### src/rtl/uart_mmio_pkg.sv
// Shared constants for the memory-mapped UART: register offsets, STATUS bit
// positions and the TX/RX state encodings.
package uart_mmio_pkg;

    localparam logic [7:0] UART_STATUS = 8'h00;
    localparam logic [7:0] UART_RX     = 8'h04;
    localparam logic [7:0] UART_TX     = 8'h08;
    localparam logic [7:0] CYC_CNT     = 8'h10;
    localparam logic [7:0] CYC_RST     = 8'h18;

    localparam int unsigned STATUS_TX_READY  = 0;
    localparam int unsigned STATUS_RX_VALID  = 1;
    localparam int unsigned STATUS_FRAME_ERR = 2;
    localparam int unsigned STATUS_OVERRUN   = 3;

    typedef enum logic {
        TxIdle,
        TxSend
    } tx_state_e;

    typedef enum logic [1:0] {
        RxIdle,
        RxStart,
        RxData,
        RxStop
    } rx_state_e;

endpackage

### src/rtl/uart_receiver.sv
// UART receiver: 2-flop synchronizer, mid-bit start qualification, 8 data
// samples LSB first and a stop-bit check producing done/frame-error pulses.
module uart_receiver
    import uart_mmio_pkg::*;
#(
    parameter int unsigned SYMBOL_EDGE_TIME = 434,
    parameter int unsigned SAMPLE_TIME      = 217
) (
    input  logic       clk,
    input  logic       rst,
    input  logic       rx_i,
    output logic       done_o,
    output logic       ferr_o,
    output logic [7:0] byte_o
);

    localparam int unsigned CntW = $clog2(SYMBOL_EDGE_TIME + 1);
    localparam logic [CntW-1:0] BitEnd    = CntW'(SYMBOL_EDGE_TIME - 1);
    localparam logic [CntW-1:0] SampleEnd = CntW'(SAMPLE_TIME - 1);

    logic            sync1_q, sync2_q;
    rx_state_e       state_q, state_d;
    logic [CntW-1:0] baud_q, baud_d;
    logic [3:0]      bit_q, bit_d;
    logic [7:0]      shift_q, shift_d;

    always_comb begin
        state_d = state_q;
        baud_d  = baud_q;
        bit_d   = bit_q;
        shift_d = shift_q;
        done_o  = 1'b0;
        ferr_o  = 1'b0;
        unique case (state_q)
            RxIdle: begin
                if (!sync2_q) begin
                    state_d = RxStart;
                    baud_d  = '0;
                    bit_d   = '0;
                end
            end
            RxStart: begin
                if (baud_q == SampleEnd) begin
                    baud_d  = '0;
                    // A line already back high at mid-start-bit is treated as a glitch.
                    state_d = sync2_q ? RxIdle : RxData;
                end else begin
                    baud_d = baud_q + CntW'(1);
                end
            end
            RxData: begin
                if (baud_q == BitEnd) begin
                    baud_d  = '0;
                    shift_d = {sync2_q, shift_q[7:1]};
                    bit_d   = bit_q + 4'd1;
                    if (bit_q == 4'd7) begin
                        state_d = RxStop;
                    end
                end else begin
                    baud_d = baud_q + CntW'(1);
                end
            end
            RxStop: begin
                if (baud_q == BitEnd) begin
                    baud_d  = '0;
                    state_d = RxIdle;
                    done_o  = sync2_q;
                    ferr_o  = !sync2_q;
                end else begin
                    baud_d = baud_q + CntW'(1);
                end
            end
            default: state_d = RxIdle;
        endcase
    end

    always_ff @(posedge clk or negedge rst) begin
        if (!rst) begin
            sync1_q <= 1'b1;
            sync2_q <= 1'b1;
            state_q <= RxIdle;
            baud_q  <= '0;
            bit_q   <= '0;
            shift_q <= '0;
        end else begin
            sync1_q <= rx_i;
            sync2_q <= sync1_q;
            state_q <= state_d;
            baud_q  <= baud_d;
            bit_q   <= bit_d;
            shift_q <= shift_d;
        end
    end

    assign byte_o = shift_q;

endmodule

### src/rtl/uart_transmitter.sv
// UART transmitter: 10-bit frame shift register sent LSB first, each bit held
// SYMBOL_EDGE_TIME cycles; loads are ignored while a frame is in flight.
module uart_transmitter
    import uart_mmio_pkg::*;
#(
    parameter int unsigned SYMBOL_EDGE_TIME = 434
) (
    input  logic       clk,
    input  logic       rst,
    input  logic       load_i,
    input  logic [7:0] data_i,
    output logic       tx_o,
    output logic       ready_o
);

    localparam int unsigned CntW = $clog2(SYMBOL_EDGE_TIME + 1);
    localparam logic [CntW-1:0] BitEnd = CntW'(SYMBOL_EDGE_TIME - 1);

    tx_state_e       state_q, state_d;
    logic [9:0]      shift_q, shift_d;
    logic [CntW-1:0] baud_q, baud_d;
    logic [3:0]      bit_q, bit_d;

    always_comb begin
        state_d = state_q;
        shift_d = shift_q;
        baud_d  = baud_q;
        bit_d   = bit_q;
        unique case (state_q)
            TxIdle: begin
                if (load_i) begin
                    shift_d = {1'b1, data_i, 1'b0};
                    baud_d  = '0;
                    bit_d   = '0;
                    state_d = TxSend;
                end
            end
            TxSend: begin
                if (baud_q == BitEnd) begin
                    baud_d  = '0;
                    shift_d = {1'b1, shift_q[9:1]};
                    bit_d   = bit_q + 4'd1;
                    if (bit_q == 4'd9) begin
                        state_d = TxIdle;
                    end
                end else begin
                    baud_d = baud_q + CntW'(1);
                end
            end
            default: state_d = TxIdle;
        endcase
    end

    always_ff @(posedge clk or negedge rst) begin
        if (!rst) begin
            state_q <= TxIdle;
            shift_q <= '1;
            baud_q  <= '0;
            bit_q   <= '0;
        end else begin
            state_q <= state_d;
            shift_q <= shift_d;
            baud_q  <= baud_d;
            bit_q   <= bit_d;
        end
    end

    // Shift register refills with ones, so the line is already high when SEND ends.
    assign tx_o    = (state_q == TxSend) ? shift_q[0] : 1'b1;
    assign ready_o = (state_q == TxIdle);

endmodule

### src/rtl/uart_mmio.sv
// Memory-mapped UART: address decode, status flags, cycle counter and the
// registered read port; serial framing lives in the TX/RX sub-modules.
module uart_mmio
    import uart_mmio_pkg::*;
#(
    parameter int unsigned CPU_CLOCK_FREQ = 50_000_000,
    parameter int unsigned BAUD_RATE      = 115200
) (
    input  logic        clk,
    input  logic        rst,
    input  logic [31:0] addr,
    input  logic [31:0] wdata,
    input  logic [3:0]  we,
    input  logic        re,
    output logic [31:0] rdata,
    input  logic        serial_rx,
    output logic        serial_tx
);

    localparam int unsigned SYMBOL_EDGE_TIME = CPU_CLOCK_FREQ / BAUD_RATE;
    localparam int unsigned SAMPLE_TIME      = SYMBOL_EDGE_TIME / 2;

    logic [7:0]  off;
    logic        wr_en, rd_en;
    logic        tx_load, cnt_clr, stat_wr, rx_rd;
    logic        tx_ready, rx_done, rx_ferr;
    logic [7:0]  rx_byte_new;
    logic [31:0] status;

    logic        rx_valid_q, rx_valid_d;
    logic        frame_err_q, frame_err_d;
    logic        overrun_q, overrun_d;
    logic [7:0]  rx_byte_q, rx_byte_d;
    logic [31:0] cycle_cnt_q, cycle_cnt_d;
    logic [31:0] rdata_q, rdata_d;

    logic unused_bits;
    assign unused_bits = ^{addr[30:8], wdata[31:8]};

    assign off     = addr[7:0];
    assign wr_en   = addr[31] && (we != 4'h0);
    assign rd_en   = addr[31] && re;
    assign tx_load = wr_en && (off == UART_TX);
    assign cnt_clr = wr_en && (off == CYC_RST);
    assign stat_wr = wr_en && (off == UART_STATUS);
    assign rx_rd   = rd_en && (off == UART_RX);

    uart_transmitter #(
        .SYMBOL_EDGE_TIME(SYMBOL_EDGE_TIME)
    ) u_tx (
        .clk    (clk),
        .rst    (rst),
        .load_i (tx_load),
        .data_i (wdata[7:0]),
        .tx_o   (serial_tx),
        .ready_o(tx_ready)
    );

    uart_receiver #(
        .SYMBOL_EDGE_TIME(SYMBOL_EDGE_TIME),
        .SAMPLE_TIME     (SAMPLE_TIME)
    ) u_rx (
        .clk   (clk),
        .rst   (rst),
        .rx_i  (serial_rx),
        .done_o(rx_done),
        .ferr_o(rx_ferr),
        .byte_o(rx_byte_new)
    );

    always_comb begin
        status = '0;
        status[STATUS_TX_READY]  = tx_ready;
        status[STATUS_RX_VALID]  = rx_valid_q;
        status[STATUS_FRAME_ERR] = frame_err_q;
        status[STATUS_OVERRUN]   = overrun_q;
    end

    // Hardware set has priority over software clear for every flag.
    always_comb begin
        rx_valid_d  = rx_valid_q;
        frame_err_d = frame_err_q;
        overrun_d   = overrun_q;
        rx_byte_d   = rx_byte_q;
        if (rx_done) begin
            rx_valid_d = 1'b1;
            rx_byte_d  = rx_byte_new;
        end else if (rx_rd) begin
            rx_valid_d = 1'b0;
        end
        if (rx_done && rx_valid_q && !rx_rd) begin
            overrun_d = 1'b1;
        end else if (stat_wr && wdata[STATUS_OVERRUN]) begin
            overrun_d = 1'b0;
        end
        if (rx_ferr) begin
            frame_err_d = 1'b1;
        end else if (stat_wr && wdata[STATUS_FRAME_ERR]) begin
            frame_err_d = 1'b0;
        end
    end

    always_comb begin
        cycle_cnt_d = cnt_clr ? 32'd0 : cycle_cnt_q + 32'd1;
        rdata_d     = rdata_q;
        if (rd_en) begin
            case (off)
                UART_STATUS: rdata_d = status;
                UART_RX:     rdata_d = {24'b0, rx_byte_q};
                CYC_CNT:     rdata_d = cycle_cnt_q;
                default:     rdata_d = 32'd0;
            endcase
        end
    end

    always_ff @(posedge clk or negedge rst) begin
        if (!rst) begin
            rx_valid_q  <= 1'b0;
            frame_err_q <= 1'b0;
            overrun_q   <= 1'b0;
            rx_byte_q   <= '0;
            cycle_cnt_q <= '0;
            rdata_q     <= '0;
        end else begin
            rx_valid_q  <= rx_valid_d;
            frame_err_q <= frame_err_d;
            overrun_q   <= overrun_d;
            rx_byte_q   <= rx_byte_d;
            cycle_cnt_q <= cycle_cnt_d;
            rdata_q     <= rdata_d;
        end
    end

    assign rdata = rdata_q;

endmodule

### config.mk
export PLATFORM = sky130hd
export DESIGN_NAME = uart_mmio
export DESIGN_NICKNAME = d
export VERILOG_FILES = /design/src/rtl/uart_mmio_pkg.sv /design/src/rtl/uart_receiver.sv /design/src/rtl/uart_transmitter.sv /design/src/rtl/uart_mmio.sv
export SDC_FILE = /design/constraint.sdc
export NUM_CORES = 1
export LEC_CHECK = 0
export ABC_AREA = 0
export BUFFER_PORTS_ARGS = -buffer_cell sky130_fd_sc_hd__clkbuf_2
export CORE_ASPECT_RATIO = 0.75
export CORE_MARGIN = 1.5
export CORE_UTILIZATION = 51
export CTS_BUF_LIST = sky130_fd_sc_hd__clkbuf_16
export CTS_CLUSTER_SIZE = 30
export DETAILED_ROUTE_END_ITERATION = 10
export PLACE_DENSITY = 0.89
export SLEW_MARGIN = 20
export SYNTH_ARGS = -nofsm -noshare
export SYNTH_HDL_FRONTEND = slang
export SYNTH_SLANG_ARGS = --single-unit
### constraint.sdc
create_clock -name clk -period 1.95 [get_ports clk]
set_clock_uncertainty 0.15 [all_clocks]
set_input_delay 0.585 -clock clk [delete_from_list [all_inputs] [get_ports clk]]
set_output_delay 0.585 -clock clk [all_outputs]
set_load 0.005 [all_outputs]
; ---- Word-level counts from Yosys, hierarchy flattened
; Index checks and enable logic that the tools add are counted.
[classes]
eq_ne = 19
n_mux = 40
addsub = 5
reduce_logical = 24
bitwise_logic = 1
[ops]
columns = cell, n
row1 = one-hot mux 32 bit (3 select lines), 1
row2 = two-way mux 9 bit, 5
row3 = "adder 32 x 1 -> 32 bit, second input constant", 1
row4 = two-way mux 32 bit, 1
row5 = one-hot mux 9 bit (3 select lines), 1
row6 = two-way mux 10 bit, 2
row7 = one-hot mux 10 bit (2 select lines), 1
row8 = "adder 9 x 1 -> 9 bit, second input constant", 2
row9 = "== test 9 bit, second input constant", 2
row10 = one-hot mux 9 bit (2 select lines), 1
row11 = "== test 8 x 5 -> 1 bit, second input constant", 2
row12 = two-way mux 4 bit, 4
row13 = one-hot mux 4 bit (2 select lines), 2
row14 = two-way mux 1 bit, 14
row15 = two-way mux 2 bit, 6
row16 = logical AND 1 bit, 10
row17 = "== test 9 x 8 -> 1 bit, second input constant", 1
row18 = "adder 4 x 1 -> 4 bit, second input constant", 2
row19 = "== test 8 x 3 -> 1 bit, second input constant", 1
row20 = "== test 8 x 4 -> 1 bit, second input constant", 1
row21 = zero test 8 bit, 1
row22 = "inequality test 2 x 1 -> 1 bit, second input constant", 4
row23 = one-hot mux 2 bit (4 select lines), 1
row24 = nonzero test 2 bit, 4
row25 = other kinds (14), 19
[word_totals]
ff_bits = 124
inputBits = 72
wordCells = 105
output_inout_bits = 33

; ---- Longest topological paths before layout
; Gate-level depths: netlist of run 1.
[logic_depth]
word_depth = 6
depth_mapped = 7
depth_no_buf = 6

; ---- By module
; From an unflattened synthesis of run 1, not the netlist that was laid out.
[unflattened]
cells_unflattened = 594
hier_area_um2 = 5970.7
[by_module_without_submodules]
columns = mod, n_inst, seq_area_each_um2, cells_per_inst, area_per_inst_um2
row1 = uart_mmio, 1, 1876.8, 350, 3500.9
row2 = uart_receiver, 1, 628.1, 127, 1290.0
row3 = uart_transmitter, 1, 586.8, 117, 1179.9

; ---- Worst setup path after synthesis of run 1
; OpenSTA, ideal clock, no wires.
[synth_timing]
kind = input-to-reg
start = input port addr[2]
end = register u_tx.shift_q[2]
cell_stages = 6
n_path_buf = 2
t_required_ps = 1718
setup_time_ps = 82
setup_slack_ps = -325
arrival_ps = 2043
cell_sequence = buf_2 -> nor4b_1 -> nand3_1 -> o22ai_2 -> buf_6 -> mux2_4
[synth_between]
elab_chain_len = 4
[synth_rtl]
columns = element, line
row1 = "start, declared", uart_mmio.sv:11  ; input logic [31:0] addr,
row2 = == test 8 x 4 -> 1 bit, uart_mmio.sv:43  ; assign tx_load = wr_en && (off == UART_TX);
row3 = logical AND 1 bit, uart_mmio.sv:43
row4 = inequality test 2 bit (no source line), --
row5 = AND reduction 2 bit (no source line), --
row6 = "end signal, assigned", uart_transmitter.sv:62  ; shift_q <= shift_d;
row7 = "end, declared", uart_transmitter.sv:20  ; logic [9:0] shift_q, shift_d;
; Every way passes these cells.
; A chain may end at the register's enable or synchronous reset.

; ---- Worst setup path after layout of run 1
[layout_timing]
start = register u_tx.baud_q[3]
end = register u_tx.shift_q[7]
[layout_between]
elab_chain_len = 3
[layout_rtl]
columns = element, line
row1 = "start, declared", uart_transmitter.sv:21  ; logic [CntW-1:0] baud_q, baud_d;
row2 = "start signal, assigned", uart_transmitter.sv:63  ; baud_q <= baud_d;
row3 = == test 9 bit, uart_transmitter.sv:39  ; if (baud_q == BitEnd) begin
row4 = inequality test 2 bit (no source line), --
row5 = AND reduction 2 bit (no source line), --
; Every way passes these cells.

==> impl_metrics.ini, run 1 <==
[logic_synthesis]
synth-seq-area-share = 0.521
synth_top_area_frac = 0.472
ys_types = 59
async_flop_share = 1.00
synth_area_leader_cell = dfrtp_1
ys_warn_count = 0
synth_commonest_cells = 112 x dfrtp_1, 53 x nand2_1, 30 x nor2_1, 25 x a22o_1, 25 x mux2_2
syn_area_um2 = 5930
syn_nets = 624
ys.flop_type = dfrtp_1
synth-edff-count = 0
syn_inst = 543
synthTopCellsByArea = dfrtp_1 47%, dfstp_2 4.9%, mux2_2 4.7%, a22o_1 3.7%, nand2_1 3.4%
synth-seq-cells = 123
avgSynthCellArea_um2 = 10.9
synth.most_common_cell = dfrtp_1

[worst_hold_path]
worstHoldPathType = in -> reg

[timing]
max_slew_margin = 0.699
period_minus_slack_ns = 2.15
tightest_slew_ns = 0.451
rsz0062_at_grt = yes
setup_viol = 14
slew_violations = 0
period_share = 1.10
fmax_mhz = 465
finalHoldViolCount = 0
timing.final.ws_setup_ns = -0.202
whs_ns = 0.0920

[placed_design]
dp_cells = 801
place.gp.congestion = 0.850
hpwlAfterDp_um = 10300
post-place-ws_ns = -0.438
io_buffers = 57

[global_route]
antenna_found_initial = 0
grt_first_pass_wirelength_um = 27000
busiest_layer = met2
grt_usage = 0.284
grt_pass1_vias = 5310
grt_util_met3 = 0.0672
grt_use_met1 = 0.337
grt_max_degree = 39
met2_usage = 0.499
gr-total-overflow = 0

[pwr]
power.leakage_nw = 3.71
ir_worst_vdd_uv = 761
power.total_w = 0.00677
powerDensity_nw_per_um2 = 855

[outcome]
status = finished with violations
violations = negative setup slack

[clock_network]
cts_buffers = 17
clk_pin_slew_ns = 0.06
tritoncts = done
clock_path_buffers = 2
clock-sinks = 123
clk_latency_ns = 0.43
cts-root-buf = clkbuf_16
htreeDepth = 4

[drt]
wl_per_cell_um = 19.5
drt.antenna.violating_nets = 0
first_iter_violations = 449
wirelength_um = 16500
drcViolationCount = 0
viasPerCell = 6.13
num_vias = 5198
drt_first_pass_iters = 5

[critical_path]
endpoint_kind = flip-flop
path_cells = or3b_4 -> or4_4 -> o22ai_4 -> buf_12 -> mux2_4
cpPeakStageDelay_ns = 0.44
cpMaxStageDelayCell = or4_4
cp-start-kind = flip-flop
crit_fanout = 9
worstPathArrival_ns = 2.35
critPathBufInv = 1
worstPathRequired_ns = 2.15
critPathKind = reg -> reg
crit_family = simple AND/OR/NAND/NOR gates

[finish]
final_nets = 776
antenna_cells = 0
stdcell_count = 848
drive_gt1_frac = 0.362
syn_to_final_growth_pct = 33.3
final_util = 0.710

[floorplanning]
num_io_pins = 105
die_area_um2 = 12300
die_x_um = 128
dieHeight_um = 96.4
start_util = 0.532
core_area_um2 = 11100
rows = 33

[flow_run]
max_cap_viol_count = 0
## sequential cells by signal, summed over array words and instances (netlist names), named ones only
signal / flops
rx_valid_q: 1
rdata: 32
u_rx.sync1_q: 1
u_rx.state_q: 1
cycle_cnt_q: 32
u_tx.state_q: 1
frame_err_q: 1
u_rx.byte_o: 8
u_tx.baud_q: 9
rx_byte_q: 8
u_tx.shift_q: 9
overrun_q: 1
u_tx.bit_q: 4
u_rx.baud_q: 9
u_rx.bit_q: 4
u_rx.sync2_q: 1
## power breakdown
part           switching [W]  leakage (nW)  internal (W)
clock                0.00116         0.274       0.00185
combinational       0.000469          1.85      0.000402
sequential          0.000149          1.58       0.00274
total                0.00177          3.71       0.00499
## layer usage
metal	share of wire	wire [um]	up-vias
met1	0.40	6600	2584
met3	0.057	934	64
li1	-	-	2328
met4	0.037	614	0
met2	0.51	8370	222
met5	0	0	-
## cell type report
type                    instances  area [um2]
clock inverters                15         136
well taps                     140         175
multi-input cells             384        2890
flip-flops and latches        123        3090
inverters                      16        60.1
fillers                       726        3240
clock buffers                  17         425
repair buffers                153        1130
## worst register-to-register path: cells and delay by family (launching register included)
family                 cells  cell delay (ns)
buffers and inverters      1             0.17
muxes                      1             0.31
and+or+nand+nor            2             0.87
DFF                        1             0.39
AOI/OAI and AO/OA          1             0.20
## worst paths after layout
path | cells past startpoint | from | slack [ns] | end
worst min register to register | 0 | u_rx.sync1_q | 0.21 | u_rx.sync2_q
worst max-delay path | 5 | u_tx.baud_q[3] | -0.20 | u_tx.shift_q[7]
min in group asynchronous | 2 | rst | 0.51 | cycle_cnt_q[4]
worst max register to register | 5 | u_tx.baud_q[3] | -0.20 | u_tx.shift_q[7]
worst min-delay path | 1 | serial_rx | 0.09 | u_rx.sync1_q
max in group asynchronous | 3 | rst | 0.54 | u_rx.sync1_q
## cell families (layout without fill, tap and decap cells)
logic type | after synthesis | after routing | synth area share
simple gates | 201 | 202 | 0.190
flops | 123 | 123 | 0.521
compound gates | 113 | 113 | 0.135
mux | 44 | 44 | 0.0845
buf+inv | 37 | 201 | 0.0272
xor+xnor | 16 | 16 | 0.0236
fa+ha+maj | 9 | 9 | 0.0190
## through the flow
step | setup TNS (ns) | instance area, um2
2_1_floorplan | -1.73 | 5980
3_3_place_gp | -10.15 | 7040
3_5_place_dp | -16.71 | 7040
4_1_cts | -1.47 | 7800
5_1_grt | -2.70 | 7910
6_report | -2.01 | 7910
## cell usage in the layout (no fill, tap or decap), types with 8 or more instances in the layout
master	n
dfrtp_1	112
buf_4	82
clkbuf_2	56
nand2_1	52
nor2_1	28
a22o_1	25
nand3_1	22
o21ai_0	20
clkbuf_16	18
mux2_4	16
inv_1	15
mux2_2	15
mux2i_1	13
and4_1	12
nand4_1	12
dfstp_2	11
xor2_1	10
o31ai_1	9
a21oi_1	9
nor3_1	8
## what timing repair did
item,CTS,global route
cloned,2,0
hold endpoints to repair,17,0
pin swaps,3,14
hold buffers,1,0
gates resized for setup,23,32
buffers inserted,7,6
setup endpoints to repair,38,51
Power figures use the tool's default switching activity.
==> run 2: changes to the inputs <==
--- a/config.mk
+++ b/config.mk
@@ -14,6 +14,7 @@
 export CTS_CLUSTER_SIZE = 30
 export DETAILED_ROUTE_END_ITERATION = 10
 export PLACE_DENSITY = 0.89
+export SETUP_SLACK_MARGIN = 0.4
 export SLEW_MARGIN = 20
 export SYNTH_ARGS = -nofsm -noshare
 export SYNTH_HDL_FRONTEND = slang
==> impl_metrics.ini, run 2 (synthesis results as in run 1) <==
[floorplanning]
dieHeight_um = 96.4
die_area_um2 = 12300
die_x_um = 128
core_area_um2 = 11100
rows = 33
start_util = 0.532
num_io_pins = 105

[drt]
wirelength_um = 25900
first_iter_violations = 877
viasPerCell = 6.97
num_vias = 6436
drcViolationCount = 0
wl_per_cell_um = 28.1
drt_first_pass_iters = 7
drt.antenna.violating_nets = 0

[critical_path]
r2r_cells = 5
worstPathRequired_ns = 2.15
reg2reg_from = u_tx.baud_q[2]
rrSetupSlack_ns = -0.25
crit_fanout = 9
r2r-end = u_tx.shift_q[4]
worstPathArrival_ns = 2.39
endpoint_kind = flip-flop
cp-start-kind = flip-flop
critPathKind = reg -> reg

[clock_network]
cts-root-buf = clkbuf_16
clock_path_buffers = 2
tritoncts = done
clk_latency_ns = 0.43
clk_pin_slew_ns = 0.06
clock-sinks = 123
htreeDepth = 4
cts_buffers = 17

[finish]
layout_commonest_cell = dfrtp_1
drive_gt1_frac = 0.550
syn_to_final_growth_pct = 60.4
stdcell_count = 923
antenna_cells = 0
layout_common_cells = 111 x dfrtp_1, 107 x buf_4, 48 x buf_6
fin_area_um2 = 9520
final_nets = 851

[pwr]
ir_worst_vdd_uv = 524
powerDensity_nw_per_um2 = 832
power.total_w = 0.00792
power.leakage_nw = 4.38

[global_route]
grt_usage = 0.352
antenna_found_initial = 0
grt_max_degree = 42
gr-total-overflow = 0
grt_pass1_vias = 5982
grt_first_pass_wirelength_um = 32200

[outcome]
status = finished with violations
violations = negative setup slack

[timing]
period_share = 1.13
finalHoldViolCount = 0
slew_violations = 0
rsz0062_at_grt = yes
max_slew_margin = 0.591
fmax_mhz = 455
setup_viol = 36
tightest_slew_ns = 0.609
timing.final.ws_setup_ns = -0.246
period_minus_slack_ns = 2.20

[placed_design]
dp_cells = 795
place.gp.congestion = 0.895
postPlaceCellArea_um2 = 7090
hpwlAfterDp_um = 10200
io_buffers = 57

[worst_hold_path]
worstHoldPathType = in -> reg
hp-start = serial_rx
hold_depth = 1
holdPathEnd = u_rx.sync1_q

[flow_run]
max_cap_viol_count = 0
## run 2: changes by cell type in the layout (fill, tap and decap cells not counted), moves of 9 or more
cell	change
buf_4	+25
clkbuf_2	-23
nand3_1	-9
nor2_4	+11
buf_6	+41
o21ai_0	-16
buf_2	+21
nor2_1	-14
## run 2: layout make-up
class / instances / area [um2]
multi-input cells: 385 / 3580
repair buffers: 227 / 1950
fillers: 469 / 1630
inverters: 16 / 68.8
well taps: 140 / 175
clock buffers: 17 / 425
clock inverters: 15 / 224
flip-flops and latches: 123 / 3090
## run 2: power breakdown
part / internal, W / total (W) / leakage (nW) / switching (W)
registers: 0.00274 / 0.00296 / 1.58 / 0.000220
logic: 0.000640 / 0.00138 / 2.49 / 0.000743
clock network: 0.00227 / 0.00357 / 0.307 / 0.00130
total: 0.00565 / 0.00792 / 4.38 / 0.00227
## run 2: layer usage
metal	GRT usage	routed length, um	vias up
met3	0.0782	2570	239
met5	0	0	-
met2	0.606	12100	611
li1	-	-	2475
met1	0.401	8930	3111
met4	0.239	2330	0
## run 2: how the worst max path moves through the flow
stage / cells past startpoint / from / endpoint / slack (ns)
6_report: 5 / u_tx.baud_q[2] / u_tx.shift_q[4] / -0.25
5_1_grt: 5 / u_tx.baud_q[2] / u_tx.shift_q[4] / -0.24
4_1_cts: 5 / u_tx.baud_q[3] / u_tx.shift_q[6] / -0.17
3_5_place_dp: 5 / addr[0] / cycle_cnt_q[21] / -0.41
3_3_place_gp: 5 / addr[0] / cycle_cnt_q[20] / -0.32
2_1_floorplan: 5 / u_tx.baud_q[3] / u_tx.shift_q[2] / -0.12
## run 2: worst max-delay path, cell delays in order, from the launching register on
cell	delay [ns]
dfrtp_1	0.42
or3b_4	0.40
or4_4	0.45
o22ai_4	0.19
buf_12	0.17
mux2_4	0.32
## run 2: through the flow
step                worst slack, ns  hold slack, ns   util  setup TNS [ns]
floorplan                    -0.118           0.139      -           -2.04
global placement             -0.323           0.199  0.636           -7.26
detailed placement           -0.406           0.205  0.636          -11.17
CTS                          -0.175          0.0901  0.789           -1.54
global route                 -0.241          0.0891  0.854           -6.72
finish                       -0.246          0.0862  0.854           -3.55
## run 2: repair_timing
| action | in CTS | in global routing |
|---|---|---|
| hold buffers | 1 | 0 |
| setup endpoints to repair | 144 | 153 |
| gates cloned | 7 | 0 |
| resized for setup | 135 | 128 |
| setup buffers | 55 | 33 |
| hold endpoints to repair | 23 | 0 |
| pin swaps | 48 | 54 |
